### src/rtl/mul_div_unit.sv
// Iterative multiply/divide unit with the architectural HI/LO registers.
// MULT/MULTU use shift-add and DIV/DIVU use restoring division. Both take one bit per cycle
// over DATA_W cycles. Signed operations work on magnitudes and fix the signs at completion.
module mul_div_unit #(
    parameter int DATA_W = 32
) (
    input  logic              clk_i,
    input  logic              rst_i,
    input  logic              start_i,
    input  logic [1:0]        op_i,
    input  logic [DATA_W-1:0] rs_data_i,
    input  logic [DATA_W-1:0] rt_data_i,
    input  logic              hi_we_i,
    input  logic              lo_we_i,
    input  logic [DATA_W-1:0] wdata_i,
    output logic              busy_o,
    output logic              done_o,
    output logic [DATA_W-1:0] hi_o,
    output logic [DATA_W-1:0] lo_o
);

    localparam int CNT_W = (DATA_W > 1) ? $clog2(DATA_W) : 1;
    localparam logic [CNT_W-1:0] LAST_ITER = CNT_W'(DATA_W - 1);

    localparam logic [0:0] S_IDLE = 1'b0;
    localparam logic [0:0] S_CALC = 1'b1;

    logic [0:0]        state_q;
    logic [CNT_W-1:0]  cnt_q;
    logic [1:0]        op_q;
    logic              neg_a_q;   // rs was negative (signed ops only)
    logic              neg_b_q;   // rt was negative (signed ops only)
    // acc_q: running partial-product high half, or partial remainder.
    // lsb_q: multiplier shifting out / product low half, or dividend shifting out / quotient.
    // opb_q: multiplicand or divisor magnitude.
    logic [DATA_W-1:0] acc_q, lsb_q, opb_q;
    logic [DATA_W-1:0] hi_q, lo_q;
    logic              done_q;

    // Operand capture: signed ops strip the sign so the datapath only sees magnitudes.
    logic              cap_signed, cap_neg_a, cap_neg_b;
    logic [DATA_W-1:0] cap_mag_a, cap_mag_b;
    always_comb begin
        cap_signed = ~op_i[0];
        cap_neg_a  = cap_signed & rs_data_i[DATA_W-1];
        cap_neg_b  = cap_signed & rt_data_i[DATA_W-1];
        cap_mag_a  = cap_neg_a ? -rs_data_i : rs_data_i;
        cap_mag_b  = cap_neg_b ? -rt_data_i : rt_data_i;
    end

    // One iteration of either algorithm, plus the sign-corrected final result.
    logic [DATA_W:0]     mul_sum, div_sh, div_diff;
    logic                div_ok;
    logic [DATA_W-1:0]   nxt_acc, nxt_lsb, res_hi, res_lo;
    logic [2*DATA_W-1:0] prod_fix;
    always_comb begin
        mul_sum  = {1'b0, acc_q} + (lsb_q[0] ? {1'b0, opb_q} : '0);
        div_sh   = {acc_q, lsb_q[DATA_W-1]};
        div_diff = div_sh - {1'b0, opb_q};
        div_ok   = ~div_diff[DATA_W];
        if (op_q[1]) begin
            nxt_acc = div_ok ? div_diff[DATA_W-1:0] : div_sh[DATA_W-1:0];
            nxt_lsb = {lsb_q[DATA_W-2:0], div_ok};
        end else begin
            nxt_acc = mul_sum[DATA_W:1];
            nxt_lsb = {mul_sum[0], lsb_q[DATA_W-1:1]};
        end
        prod_fix = (neg_a_q ^ neg_b_q) ? -{nxt_acc, nxt_lsb} : {nxt_acc, nxt_lsb};
        if (op_q[1]) begin
            // A zero divisor yields an all-ones quotient. The remainder holds the dividend
            // magnitude, and the dividend sign fix restores the raw rs value.
            res_lo = (opb_q == '0) ? '1 : ((neg_a_q ^ neg_b_q) ? -nxt_lsb : nxt_lsb);
            res_hi = neg_a_q ? -nxt_acc : nxt_acc;
        end else begin
            res_hi = prod_fix[2*DATA_W-1:DATA_W];
            res_lo = prod_fix[DATA_W-1:0];
        end
    end

    // Control FSM, datapath registers and HI/LO update.
    always_ff @(posedge clk_i) begin
        if (rst_i) begin
            state_q <= S_IDLE;
            cnt_q   <= '0;
            op_q    <= '0;
            neg_a_q <= 1'b0;
            neg_b_q <= 1'b0;
            acc_q   <= '0;
            lsb_q   <= '0;
            opb_q   <= '0;
            hi_q    <= '0;
            lo_q    <= '0;
            done_q  <= 1'b0;
        end else if (state_q == S_IDLE) begin
            done_q <= 1'b0;
            if (start_i) begin
                state_q <= S_CALC;
                cnt_q   <= '0;
                op_q    <= op_i;
                neg_a_q <= cap_neg_a;
                neg_b_q <= cap_neg_b;
                acc_q   <= '0;
                lsb_q   <= cap_mag_a;
                opb_q   <= cap_mag_b;
            end else begin
                if (hi_we_i) hi_q <= wdata_i;
                if (lo_we_i) lo_q <= wdata_i;
            end
        end else begin
            acc_q <= nxt_acc;
            lsb_q <= nxt_lsb;
            cnt_q <= cnt_q + 1'b1;
            if (cnt_q == LAST_ITER) begin
                hi_q    <= res_hi;
                lo_q    <= res_lo;
                done_q  <= 1'b1;
                state_q <= S_IDLE;
            end
        end
    end

    assign busy_o = (state_q == S_CALC);
    assign done_o = done_q;
    assign hi_o   = hi_q;
    assign lo_o   = lo_q;

endmodule
### config.mk
export PLATFORM = sky130hd
export DESIGN_NAME = mul_div_unit
export DESIGN_NICKNAME = d
export VERILOG_FILES = /design/src/rtl/mul_div_unit.sv
export SDC_FILE = /design/constraint.sdc
export NUM_CORES = 1
export LEC_CHECK = 0
export BUFFER_PORTS_ARGS = -buffer_cell sky130_fd_sc_hd__buf_2
export CAP_MARGIN = 20
export CORE_MARGIN = 2
export CORE_UTILIZATION = 45
export DETAILED_ROUTE_END_ITERATION = 10
export GPL_TIMING_DRIVEN = 0
export PLACE_DENSITY = 0.66
export SLEW_MARGIN = 30
export SYNTH_ARGS = -nofsm -noshare
export SYNTH_HDL_FRONTEND = slang
export SYNTH_SLANG_ARGS = --single-unit
### constraint.sdc
create_clock -name clk_i -period 4.3 [get_ports clk_i]
set_input_delay 0.86 -clock clk_i [delete_from_list [all_inputs] [get_ports clk_i]]
set_output_delay 0.86 -clock clk_i [all_outputs]
set_load 0.02 [all_outputs]
==> metrics <==
fin area 19200 µm²; PwrDens 305 nW/µm²; CTS Root Cell clkbuf_16; # setup viols final 24; wire per inst 25.0 µm; Clock Sink Count between 150 and 200; Die Ht 190 µm; fraction of layout instances using a drive strength above 1 20.8%; # port buffers 168; Cell Rows 68; vias in the first global route 17200; Cells after DPL 2794; vias roughly 19000; min cycle time layout 4.60 ns; Synth cell types 91; post-synthesis cell area 15600 µm²; nets 2596; final cell count without fillers 2890; Post-Route Skew 0.0247 ns; Fmax achieved 217 MHz; initial antenna violation count 0; GPL Wtd Cong about 1.0; CP Launch Type register; Die Area 36200 µm²; clock latency on the worst-skew pair about 0.48 ns; H-tree depth 4; critical path class register to register; synthesized area per cell 7.19 µm²; core box area roughly 34000 µm²; drt first pass iters 6; unrepaired setup endpoints after global routing true; Die X 190 µm; Vias/cell between 6 and 7; number of CTS-inserted buffers 17; Fin Hold WS 0.474 ns; outcome finished with violations; Slew Limit Fails 0; final hold violation count 0; Worst EP required 4.67 ns; Post-DP Area 17000 µm²; failing checks setup timing; WL final 72400 µm; worst setup slack after layout -0.302 ns; worst-path maximum fanout 10; Net Count, Synth 2346; Post-synth EDFFs 0; MaxCap Viol Count 0; Worst Path Arrival 4.97 ns; synth-to-layout area growth 22.8%; violation count after the first detailed-route iteration 1602; share of flip-flops with an asynchronous set or reset 0%; CTS tree done; Tightest Pin Transition 0.992 ns; hold crit path type register to register; Slew headroom between 30% and 40%; synthesized flop and latch total 170; largest net degree at the start of global routing 17; part of the cycle the worst path needs 107%; Global Route Usage Sum 39.2%; crit end category register; hold_buf cts 0; num ports 169; Leakage 0.00766 µW; cells after synthesis 2171; Overflow after GRT 0; Initial Util 45.4%; top_reg_cell synth dfxtp_1; number of synthesis warnings 0; DRT antenna net count 0; Seq/Total Area, Yosys 21.8%; post-DP HPWL 57400 µm; Clock Pin Slew Worst Setup and Hold Paths approximately 0.07 ns; DRC violations left 0; first-pass GRT wire length about 110000 µm; Peak VDD IR 0.320 mV; maximum root-to-sink buffer count 2; setup TNS -4.26 ns; pre-CTS setup slack -2.24 ns
-- placed cells by master (no fill, tap or decap), drive strengths merged, types with 59 or more instances in the layout --
cell type	count
o21ai	148
dfxtp	170
nor3	63
a21oi	211
buf	277
ha	70
xor2	59
clkbuf	110
nor2	255
nand2	208
xnor2	81
inv	71
-- through the flow --
step	util [%]	power, µW
after global placement	49.6	3860
after floorplan	-	3130
after detailed placement	49.6	3870
after CTS	53.8	5620
final	55.7	5830
after global routing	55.7	6020
-- cells in the mapped netlist (28+ instances only) --
cell | count | share of area [%]
nor3_1 | 58 | 1.9
xor2_1 | 59 | 3.3
mux2i_1 | 47 | 3.0
xnor2_1 | 81 | 4.5
a31oi_1 | 52 | 2.1
inv_1 | 67 | 1.6
nor4_1 | 30 | 1.2
and2_1 | 47 | 1.9
a211oi_1 | 49 | 2.4
nor2_1 | 253 | 6.1
nand2_1 | 208 | 5.0
ha_1 | 70 | 5.6
or3_1 | 28 | 1.1
a21oi_1 | 207 | 6.6
a21o_1 | 28 | 1.3
clkbuf_1 | 95 | 2.3
o21ai_0 | 140 | 4.5
nand3_1 | 52 | 1.7
dfxtp_1 | 170 | 22
-- final cells by class --
class	instances	area [µm²]
Antenna cell	1	2.50
Buffer	135	699
Clock buffer	18	429
Clock inverter	14	139
Fill cell	3389	15200
Inverter	67	258
Multi-Input combinational cell	1796	12200
Sequential cell	170	3460
Tap cell	455	569
Timing Repair Buffer	234	1370
-- power by group --
| part | switching [µW] | internal (µW) | total (µW) |
|---|---|---|---|
| Sequential | 143 | 1680 | 1820 |
| Combinational | 1540 | 894 | 2430 |
| Clock | 766 | 812 | 1580 |
-- flip-flops by register name, summed over array words and instances, names as in the netlist --
| register | count |
|---|---|
| acc_q | 32 |
| busy_o | 1 |
| cnt_q | 5 |
| done_o | 1 |
| hi_o | 32 |
| lo_o | 32 |
| lsb_q | 32 |
| neg_a_q | 1 |
| neg_b_q | 1 |
| op_q | 1 |
| opb_q | 32 |
-- per-layer routing --
layer | vias up | wire length, µm | global-route usage [%]
met2 | 973 | 31900 | 61.6
met3 | 184 | 7030 | 9.63
li1 | 8510 | - | -
met1 | 8906 | 30400 | 51.5
met4 | 0 | 2970 | 15.6
met5 | - | 0 | 0
-- final timing paths --
path | from | to | slack, ns | cells past startpoint
max | op_q[1] | hi_o[20] | -0.30 | 20
min reg2reg | hi_o[18] | hi_o[18] | 0.47 | 2
min | hi_o[18] | hi_o[18] | 0.47 | 2
max reg2reg | op_q[1] | hi_o[20] | -0.30 | 20
-- cells by family after synthesis --
family                     share of synthesized area (%)
AOI/OAI and AO/OA                                   30.0
and+or+nand+nor                                     25.1
xor gates and xnor gates                            7.86
muxes                                               4.03
DFF                                                 21.8
buffers and inverters                               5.33
adders and majority gates                           5.87
-- critical path, cell delays in order, from the launching register on --
cell	delay, ns
dfxtp_1	0.31
buf_2	0.21
buf_4	0.24
buf_4	0.23
buf_6	0.23
buf_4	0.25
buf_4	0.24
buf_4	0.27
buf_6	0.26
buf_6	0.26
buf_4	0.25
a21o_1	0.16
ha_2	0.18
nor2b_4	0.16
o31ai_4	0.11
nor4_2	0.14
buf_4	0.18
and4bb_2	0.28
and4_1	0.21
nor3_2	0.05
a311oi_1	0.25
-- timing repair --
item / 4_1_cts / 5_1_grt
resized for setup: 164 / 89
setup buffers: 38 / 28
setup endpoints to repair: 93 / 38
pin swaps: 40 / 53
Note: power is estimated with default switching activity, not from simulation.
